--- config.mk ---
export PLATFORM = sky130hd
export DESIGN_NAME = regfile_writeback_flat
export DESIGN_NICKNAME = d
export VERILOG_FILES = /design/src/rtl/regfile_writeback_if.sv /design/src/rtl/regfile_writeback.sv /design/src/flat_wrapper.sv
export SDC_FILE = /design/constraint.sdc
export NUM_CORES = 1
export LEC_CHECK = 0
export BUFFER_PORTS_ARGS = -buffer_cell sky130_fd_sc_hd__buf_2
export CAP_MARGIN = 30
export CORE_UTILIZATION = 51
export CTS_CLUSTER_SIZE = 10
export DETAILED_ROUTE_END_ITERATION = 8
export PLACE_DENSITY = 0.86
export SYNTH_ARGS = -nofsm -noshare
export SYNTH_HDL_FRONTEND = slang
export SYNTH_SLANG_ARGS = --single-unit
--- constraint.sdc ---
create_clock -name clk -period 2.7 [get_ports clk]
set_input_delay 0.405 -clock clk [delete_from_list [all_inputs] [get_ports clk]]
set_output_delay 0.405 -clock clk [all_outputs]
set_load 0.01 [all_outputs]
--- src/rtl/regfile_writeback_if.sv ---
// Writeback bundle: ALU and load result handshakes in, register file write port and
// pending-load mask out. The design side uses the slave modport.
interface regfile_writeback_if #(
  parameter int unsigned DATA_W = 32,
  parameter int unsigned ADDR_W = 5
) ();
  logic                     alu_valid;
  logic                     alu_ready;
  logic [ADDR_W-1:0]        alu_addr;
  logic [DATA_W-1:0]        alu_data;
  logic                     ld_valid;
  logic                     ld_ready;
  logic [ADDR_W-1:0]        ld_addr;
  logic [DATA_W-1:0]        ld_data;
  logic                     rf_wr;
  logic [ADDR_W-1:0]        rf_addr_wr;
  logic [DATA_W-1:0]        rf_data_wr;
  logic [(2**ADDR_W)-1:0]   pend_mask;

  modport master (
    output alu_valid, alu_addr, alu_data, ld_valid, ld_addr, ld_data,
    input  alu_ready, ld_ready, rf_wr, rf_addr_wr, rf_data_wr, pend_mask
  );

  modport slave (
    input  alu_valid, alu_addr, alu_data, ld_valid, ld_addr, ld_data,
    output alu_ready, ld_ready, rf_wr, rf_addr_wr, rf_data_wr, pend_mask
  );
endinterface

--- src/rtl/regfile_writeback.sv ---
// Writeback stage: merges ALU results and queued load results onto the single register file
// write port. Optional feature macro WB_LOAD_BYPASS_EN sends a load straight to the port when idle.
module regfile_writeback #(
  parameter int unsigned DATA_W     = 32,
  parameter int unsigned ADDR_W     = 5,
  parameter int unsigned LQ_DEPTH   = 4,
  parameter int unsigned STARVE_MAX = 3
) (
  input logic               clk,
  input logic               rst,
  regfile_writeback_if.slave wb
);

  localparam int unsigned PtrW    = (LQ_DEPTH > 1) ? $clog2(LQ_DEPTH) : 1;
  localparam int unsigned CntW    = (STARVE_MAX > 1) ? $clog2(STARVE_MAX + 1) : 1;
  localparam int unsigned NumRegs = 2 ** ADDR_W;
  localparam logic [PtrW:0]   QFull     = (PtrW + 1)'(LQ_DEPTH);
  localparam logic [CntW-1:0] StarveMax = CntW'(STARVE_MAX);

  // Queue storage is qualified by q_vld_q, so the data arrays need no reset.
  logic [ADDR_W-1:0]   q_addr [LQ_DEPTH];
  logic [DATA_W-1:0]   q_data [LQ_DEPTH];
  logic [LQ_DEPTH-1:0] q_vld_q, q_vld_d;
  logic [PtrW-1:0]     rd_ptr_q, rd_ptr_d, wr_ptr_q, wr_ptr_d;
  logic [PtrW:0]       count_q, count_d;
  logic [CntW-1:0]     starve_cnt_q, starve_cnt_d;

  logic                rf_wr_q, rf_wr_d;
  logic [ADDR_W-1:0]   rf_addr_q, rf_addr_d;
  logic [DATA_W-1:0]   rf_data_q, rf_data_d;

  logic q_empty, q_full, alu_live, starve, grant_ld;
  logic alu_ready, ld_ready, ld_live, bypass, alu_wr, push, pop;
  logic [NumRegs-1:0] pend;

  always_comb begin
    q_empty  = (count_q == '0);
    q_full   = (count_q == QFull);
    alu_live = wb.alu_valid && (wb.alu_addr != '0);
    starve   = (starve_cnt_q == StarveMax);
    grant_ld = !q_empty && (!alu_live || q_full || starve);
    alu_ready = !rst && !(!q_empty && (q_full || starve));
    ld_ready  = !rst && !q_full;
    // Register-0 beats are accepted by the handshake but go nowhere.
    ld_live   = wb.ld_valid && ld_ready && (wb.ld_addr != '0);
`ifdef WB_LOAD_BYPASS_EN
    bypass    = q_empty && !alu_live && ld_live;
`else
    bypass    = 1'b0;
`endif
    alu_wr    = alu_live && alu_ready && !grant_ld;
    push      = ld_live && !bypass;
    pop       = grant_ld;
  end

  always_comb begin
    rf_wr_d   = 1'b0;
    rf_addr_d = rf_addr_q;
    rf_data_d = rf_data_q;
    if (grant_ld) begin
      rf_wr_d   = 1'b1;
      rf_addr_d = q_addr[rd_ptr_q];
      rf_data_d = q_data[rd_ptr_q];
    end else if (alu_wr) begin
      rf_wr_d   = 1'b1;
      rf_addr_d = wb.alu_addr;
      rf_data_d = wb.alu_data;
    end else if (bypass) begin
      rf_wr_d   = 1'b1;
      rf_addr_d = wb.ld_addr;
      rf_data_d = wb.ld_data;
    end
  end

  always_comb begin
    rd_ptr_d = rd_ptr_q;
    wr_ptr_d = wr_ptr_q;
    count_d  = count_q;
    q_vld_d  = q_vld_q;
    if (pop) begin
      rd_ptr_d          = rd_ptr_q + 1'b1;
      q_vld_d[rd_ptr_q] = 1'b0;
    end
    if (push) begin
      wr_ptr_d          = wr_ptr_q + 1'b1;
      q_vld_d[wr_ptr_q] = 1'b1;
    end
    case ({push, pop})
      2'b10:   count_d = count_q + 1'b1;
      2'b01:   count_d = count_q - 1'b1;
      default: count_d = count_q;
    endcase
  end

  // Counts ALU wins against a waiting load; reaching StarveMax forces the next load grant.
  always_comb begin
    starve_cnt_d = starve_cnt_q;
    if (q_empty || grant_ld) begin
      starve_cnt_d = '0;
    end else if (alu_wr && !starve) begin
      starve_cnt_d = starve_cnt_q + 1'b1;
    end
  end

  always_comb begin
    pend = '0;
    for (int unsigned i = 0; i < LQ_DEPTH; i++) begin
      if (q_vld_q[i]) begin
        pend[q_addr[i]] = 1'b1;
      end
    end
    pend[0] = 1'b0;
  end

  always_ff @(posedge clk or posedge rst) begin
    if (rst) begin
      rf_wr_q      <= 1'b0;
      rf_addr_q    <= '0;
      rf_data_q    <= '0;
      rd_ptr_q     <= '0;
      wr_ptr_q     <= '0;
      count_q      <= '0;
      q_vld_q      <= '0;
      starve_cnt_q <= '0;
    end else begin
      rf_wr_q      <= rf_wr_d;
      rf_addr_q    <= rf_addr_d;
      rf_data_q    <= rf_data_d;
      rd_ptr_q     <= rd_ptr_d;
      wr_ptr_q     <= wr_ptr_d;
      count_q      <= count_d;
      q_vld_q      <= q_vld_d;
      starve_cnt_q <= starve_cnt_d;
    end
  end

  always_ff @(posedge clk) begin
    if (push) begin
      q_addr[wr_ptr_q] <= wb.ld_addr;
      q_data[wr_ptr_q] <= wb.ld_data;
    end
  end

  assign wb.alu_ready  = alu_ready;
  assign wb.ld_ready   = ld_ready;
  assign wb.rf_wr      = rf_wr_q;
  assign wb.rf_addr_wr = rf_addr_q;
  assign wb.rf_data_wr = rf_data_q;
  assign wb.pend_mask  = pend;

endmodule
--- src/flat_wrapper.sv ---
// flat-port wrapper written by rule: the top's interface ports become plain ports
module regfile_writeback_flat 
#(
  parameter int unsigned DATA_W     = 32,
  parameter int unsigned ADDR_W     = 5,
  parameter int unsigned LQ_DEPTH   = 4,
  parameter int unsigned STARVE_MAX = 3
)
  (clk, rst, wb_alu_valid, wb_alu_addr, wb_alu_data, wb_ld_valid, wb_ld_addr, wb_ld_data, wb_alu_ready, wb_ld_ready, wb_rf_wr, wb_rf_addr_wr, wb_rf_data_wr, wb_pend_mask);
  regfile_writeback_if #(.DATA_W(DATA_W), .ADDR_W(ADDR_W)) wb_i ();
  input logic clk;
  input logic rst;
  input wire logic [$bits(wb_i.alu_valid)-1:0] wb_alu_valid;
  input wire logic [$bits(wb_i.alu_addr)-1:0] wb_alu_addr;
  input wire logic [$bits(wb_i.alu_data)-1:0] wb_alu_data;
  input wire logic [$bits(wb_i.ld_valid)-1:0] wb_ld_valid;
  input wire logic [$bits(wb_i.ld_addr)-1:0] wb_ld_addr;
  input wire logic [$bits(wb_i.ld_data)-1:0] wb_ld_data;
  output wire logic [$bits(wb_i.alu_ready)-1:0] wb_alu_ready;
  output wire logic [$bits(wb_i.ld_ready)-1:0] wb_ld_ready;
  output wire logic [$bits(wb_i.rf_wr)-1:0] wb_rf_wr;
  output wire logic [$bits(wb_i.rf_addr_wr)-1:0] wb_rf_addr_wr;
  output wire logic [$bits(wb_i.rf_data_wr)-1:0] wb_rf_data_wr;
  output wire logic [$bits(wb_i.pend_mask)-1:0] wb_pend_mask;
  assign wb_i.alu_valid = wb_alu_valid;
  assign wb_i.alu_addr = wb_alu_addr;
  assign wb_i.alu_data = wb_alu_data;
  assign wb_i.ld_valid = wb_ld_valid;
  assign wb_i.ld_addr = wb_ld_addr;
  assign wb_i.ld_data = wb_ld_data;
  assign wb_alu_ready = wb_i.alu_ready;
  assign wb_ld_ready = wb_i.ld_ready;
  assign wb_rf_wr = wb_i.rf_wr;
  assign wb_rf_addr_wr = wb_i.rf_addr_wr;
  assign wb_rf_data_wr = wb_i.rf_data_wr;
  assign wb_pend_mask = wb_i.pend_mask;
  regfile_writeback #(.DATA_W(DATA_W), .ADDR_W(ADDR_W), .LQ_DEPTH(LQ_DEPTH), .STARVE_MAX(STARVE_MAX)) u_core (.clk(clk), .rst(rst), .wb(wb_i));
endmodule
Word level (Yosys, flattened, before mapping)
Memory sizes are Yosys's and may differ from the RTL's.
Index checks and enable logic that the tools add are counted.
Widths: inputs -> output; s select.
{"block": "classes", "n_eq_ne": 4, "n_lt_le_gt_ge": 12, "n_addsub": 5, "bitwise": 6, "muxes": 29, "reduce_logical": 33}
{"cell": "$mux 32", "n": 6}
{"cell": "$or 32x32->32", "n": 3}
{"cell": "$lt 5x6->1 const B", "n": 4}
{"cell": "$demux 1 s5", "n": 4}
{"cell": "$ge 5x1->1 const B", "n": 4}
{"cell": "$logic_and 1x1->1", "n": 16}
{"cell": "$mux 1", "n": 10}
{"cell": "$mux 5", "n": 2}
{"cell": "$reduce_bool 5->1", "n": 2}
{"cell": "$mux 4", "n": 2}
{"cell": "$logic_not 1->1", "n": 7}
{"cell": "$add 2x1->2 const B", "n": 3}
{"cell": "$lt 2x3->1 const B", "n": 2}
{"cell": "$pmux 3 s2", "n": 1}
{"cell": "$reduce_bool 2->1", "n": 3}
{"cell": "$and 4x4->4", "n": 1}
{"cell": "$demux 1 s2", "n": 2}
{"cell": "$eq 2x2->1 const B", "n": 2}
{"cell": "$ge 2x1->1 const B", "n": 2}
{"cell": "$logic_or 1x1->1", "n": 4}
{"cell": "$mux 2", "n": 2}
{"cell": "$not 4->4", "n": 1}
{"cell": "$or 4x4->4", "n": 1}
{"cell": "$add 3x1->3 const B", "n": 1}
{"cell": "other kinds (4)", "n": 4}
{"block": "totals", "elab_cells": 99, "input_bits": 78, "reg_bits": 51, "memories": 2, "out_inout_bits": 72, "ram_bits": 148}
{"name": "u_core.q_data", "depth": 4, "width": 32, "read_ports": 1, "rd_clocked_by_memory_dff": 0, "write_ports": 1, "line_no": "regfile_writeback.sv:22", "source": "logic [DATA_W-1:0] q_data [LQ_DEPTH];"}
{"name": "u_core.q_addr", "depth": 4, "width": 5, "read_ports": 5, "rd_clocked_by_memory_dff": 0, "write_ports": 1, "line_no": "regfile_writeback.sv:21", "source": "logic [ADDR_W-1:0] q_addr [LQ_DEPTH];"}

Longest topological paths before layout
An unclocked memory read counts as a cell.
{"block": "depth", "word_depth": 12, "mapped_depth": 12, "ltp_nobuf": 11}

Worst setup path after synthesis
OpenSTA, ideal clock, no wires.
{"block": "synth_path", "kind": "input to register", "start": "input port rst", "end": "memory u_core.q_addr[0][0] (enable)", "n_path_buf": 1, "cell_stages": 5, "setup_ps": 398, "arrival_ps": 3256, "setup_slack_ps": -953, "t_required_ps": 2302, "path_cell_list": "inv_1 and2_1 o311a_1 clkbuf_1 and2_1"}
{"block": "synth_between", "elab_chain_len": 6}
{"item": "start: declaration", "line_no": "flat_wrapper.sv:12", "source": "input logic rst;"}
{"item": "$logic_not 1->1", "line_no": "regfile_writeback.sv:43", "source": "ld_ready = !rst && !q_full;"}
{"item": "$logic_and 1x1->1", "line_no": "regfile_writeback.sv:43"}
{"item": "net wb_ld_ready", "line_no": "flat_wrapper.sv:20", "source": "output wire logic [$bits(wb_i.ld_ready)-1:0] wb_ld_ready;"}
{"item": "$logic_and 1x1->1 (2 in series)", "line_no": "regfile_writeback.sv:45", "source": "ld_live = wb.ld_valid && ld_ready && (wb.ld_addr != '0);"}
{"item": "$mux 1", "line_no": "regfile_writeback.sv:138", "source": "if (push) begin"}
{"item": "$mux 1 (implied by the code)", "line_no": "regfile_writeback.sv:139", "source": "q_addr[wr_ptr_q] <= wb.ld_addr;"}
{"item": "end: declaration", "line_no": "regfile_writeback.sv:21"}
The timed path passes the listed nets, and every way through them passes these cells.

==> metrics.txt <==
Clock power frac 24.3%; total negative slack 0 ps; multi-input logic area just over 0.003 mm2; async set-reset flop share out of synthesis 25.63%; nature of the critical path endpoint output port; die width around 140 um; Slew Limit Headroom about half; Layout area overhead 18.74%; vias ~6500; clk buf depth 2; minimum clock period after layout ~2500 ps; worst vdd ir ~0.00056 V; r2r setup slk just under 400 ps; CP max stage cell or3b_2; RSZ-0062 raised after global routing false; cell taking the most area after synthesis edfxtp_1; Critical Path Max Stage Delay 580 ps; Startpoint Class flop; syn_nets slightly below 700; final worst path period share roughly 94%; WHS Path Cells 1; final hold viol count 0; Root Driver clkbuf_16; nets 833; total track usage between 20% and 30%; Via density 6.601; largest net degree at the start of global routing 52; drt total wl 23670 um; crit path DAT 2120 ps; Pre-antenna DRT Iters 5; Initial Util around 52%; Avg Inst Size Synth around 15 um2; cell area after synthesis ~0.0090 mm2; Slew Viols, Final 0; beginning of the worst hold path wb_ld_data[10]; Core Util, Final between 60% and 70%; # IOs 150; CTS tree built; share of cells above drive strength 1 between 30% and 40%; hold-fix buffers at CTS 0; core footprint 0.01730 mm2; Static Leak 3.998 nW; number of DRC violations after detailed-routing iteration 0 625; path depth of the worst reg2reg path 10; Tightest Pin Transition about 720 ps; total grt overflow 0; vias in the first global route between 6000 and 7000; internal power roughly 0.0071 W; Cell Pwr Density approximately 990 mW/mm2; fillers between 1000 and 1500; GPL Wtd Cong 0.9224; DR WL/cell approximately 24 um; die footprint between 0.015 and 0.02 mm2; H-tree depth 4; R2R Path Start u_core.count_q[0]$_DFFE_PP0P_; FF-to-FF End u_core.count_q[2]$_DFFE_PP0P_; dpl hpwl about 15000 um; # setup viols final 0; Fin Clk Skew 10.31 ps; switching power 0.003444 W; CP Data Required Time 2300 ps; MaxCap Viol Count 0; Worst Path Max Fanout 9; yosys warns 0; buffers added on ports 148; Logic pwr share a little over a third; status finished clean; Min-Delay Path Class input pin to flop; clock transition at the registers of the reported paths ~70 ps; dominant register cell in the synthesized netlist edfxtp_1; worst skew pair latency about 430 ps; Distinct cells, synth 48; Crit Path Class flop to output port; first-pass GRT wire length about 36000 um; crit path cell chain or3b_2 -> nor4b_2 -> a21oi_1 -> o221ai_1 -> buf_2; TritonCTS Buffers 17; total power around 0.011 W; Post-synth EDFFs around 150; area share of the largest cell type after synthesis roughly 50%; initial antenna violation count 2; sequential-to-total area share from yosys stat a little over three fifths; # rows 48; Remaining DRCs 0; Net Sw Frac 32.52%; Yosys reg bits 199; Endpoint, Worst Hold u_core.q_data[3][10]$_DFFE_PP_; die span in y 135.1 um; Achievable Freq 0.3954 GHz; Cells after Synth 602; Final ANT Viol Nets 0; top cells by area, synth edfxtp_1 49%, dfrtp_1 14%, mux4_2 9.2%, a2bb2oi_1 3.7%, a32oi_1 3.6%; Reg area 0.005722 mm2; # clock sinks a little under 200; sequential share of power about two fifths
[through the flow]
step / instance area [um2] / instances / hold WS [ps] / setup WS (ps)
2_1_floorplan: 9072 / 602 / 442.9 / -169.6
3_3_place_gp: 10000 / 944 / 459.0 / 173.9
3_5_place_dp: 10040 / 946 / 473.7 / 147.0
4_1_cts: 10650 / 978 / 176.0 / 118.1
5_1_grt: 10720 / 982 / 183.2 / 73.86
6_report: 10730 / 986 / 186.4 / 171.2
[synth_stat cells (2+ instances only)]
cell / number
edfxtp_1: 148
dfrtp_1: 51
a2bb2oi_1: 38
a32oi_1: 37
mux4_2: 37
o21ai_0: 37
clkbuf_1: 33
nor2_1: 22
o221ai_1: 20
inv_1: 18
a21oi_1: 15
nand3_1: 13
nand3b_1: 13
o22ai_1: 11
ha_1: 10
buf_2: 9
nor3b_1: 7
or3b_2: 7
a211o_1: 6
a22oi_1: 6
and2_1: 6
and3b_1: 6
or3_1: 6
a221o_1: 5
nand2_1: 5
o21ai_1: 5
a22o_1: 4
and3_1: 3
xnor2_1: 3
nor4b_1: 2
xor2_1: 2
[cell type report]
| cell class | instances | share of cell area [%] |
|---|---|---|
| Tap cell | 225 | 2.625 |
| Inverter | 18 | 0.6882 |
| Clock buffer | 20 | 4.269 |
| Multi-Input combinational cell | 340 | 28.74 |
| Sequential cell | 199 | 53.34 |
| Antenna cell | 4 | 0.09332 |
| Timing Repair Buffer | 168 | 8.842 |
| Clock inverter | 12 | 1.400 |
[cells by family after synthesis]
kind of cell	share of synthesized area (%)
flip-flops	63.32
other	0.04151
adder cells (fa/ha/maj)	1.607
AND/OR/NAND/NOR	6.482
XOR/XNOR	0.4849
AO/OA/AOI/OAI	15.73
buffers and inverters	2.867
multiplexers	9.460
[worst max path at each step]
stage	from	end	cells after the start
global placement	wb_alu_addr[3]	u_core.count_q[2]$_DFFE_PP0P_	11
CTS	u_core.q_addr[1][3]$_DFFE_PP_	wb_pend_mask[16]	5
finish	u_core.q_addr[1][3]$_DFFE_PP_	wb_pend_mask[16]	5
detailed placement	wb_alu_addr[3]	u_core.count_q[2]$_DFFE_PP0P_	11
floorplan	rst	u_core.count_q[2]$_DFFE_PP0P_	11
global route	u_core.q_addr[1][3]$_DFFE_PP_	wb_pend_mask[16]	5
[layout by cell type, fill, tap and decap left out, types with 9 or more instances in the layout]
cell type | Yosys | routed
nand3_1 | 13 | 13
o22ai_1 | 11 | 11
a2bb2oi_1 | 38 | 38
nor2_1 | 22 | 22
dfrtp_1 | 51 | 50
edfxtp_1 | 148 | 148
mux4_2 | 37 | 37
a32oi_1 | 37 | 37
o21ai_0 | 37 | 37
inv_1 | 18 | 15
ha_1 | 10 | 9
o221ai_1 | 20 | 20
buf_4 | 1 | 16
a21oi_1 | 15 | 15
nand3b_1 | 13 | 13
clkbuf_16 | 0 | 18
buf_2 | 9 | 148
[repair_timing]
item	in CTS	in global routing
gates resized for setup	0	1
setup buffers	0	2
endpoints found under the setup margin	0	1
hold endpoints to repair	0	0
[registers in the layout, indices dropped and copies added (netlist names)]
signal,count
u_core.wr_ptr_q,2
u_core.starve_cnt_q,2
u_core.q_vld_q,4
u_core.rd_ptr_q,2
u_core.wb.rf_wr,1
u_core.q_data,128
u_core.q_addr,20
u_core.count_q,3
u_core.wb.rf_data_wr,32
u_core.wb.rf_addr_wr,5
[metal layers]
metal	global-route usage (%)	share of wire [%]	vias to the layer above	routed length [um]
li1	-	-	2771	-
met2	44.84	51	428	12010
met4	9.426	1.8	0	430
met1	34.85	37	3272	8864
met5	0	0	-	0
met3	5.218	10	38	2371
[power by group through the flow]
stage / Sequential (W) / Clock [W] / Combinational, W
3_5_place_dp: 0.00434 / 0 / 0.00361
5_1_grt: 0.00435 / 0.00270 / 0.00400
6_report: 0.00430 / 0.00257 / 0.00372
3_3_place_gp: 0.00431 / 0 / 0.00349
4_1_cts: 0.00429 / 0.00260 / 0.00368
2_1_floorplan: 0.00438 / 0 / 0.00242
[critical path, delay by kind of cell (launching register included)]
family / cells / cell delay (ps)
compound gates: 2 / 180
buf+inv: 1 / 170
flops: 1 / 490
simple gates: 2 / 850
Note: power is estimated with default switching activity, not from simulation.
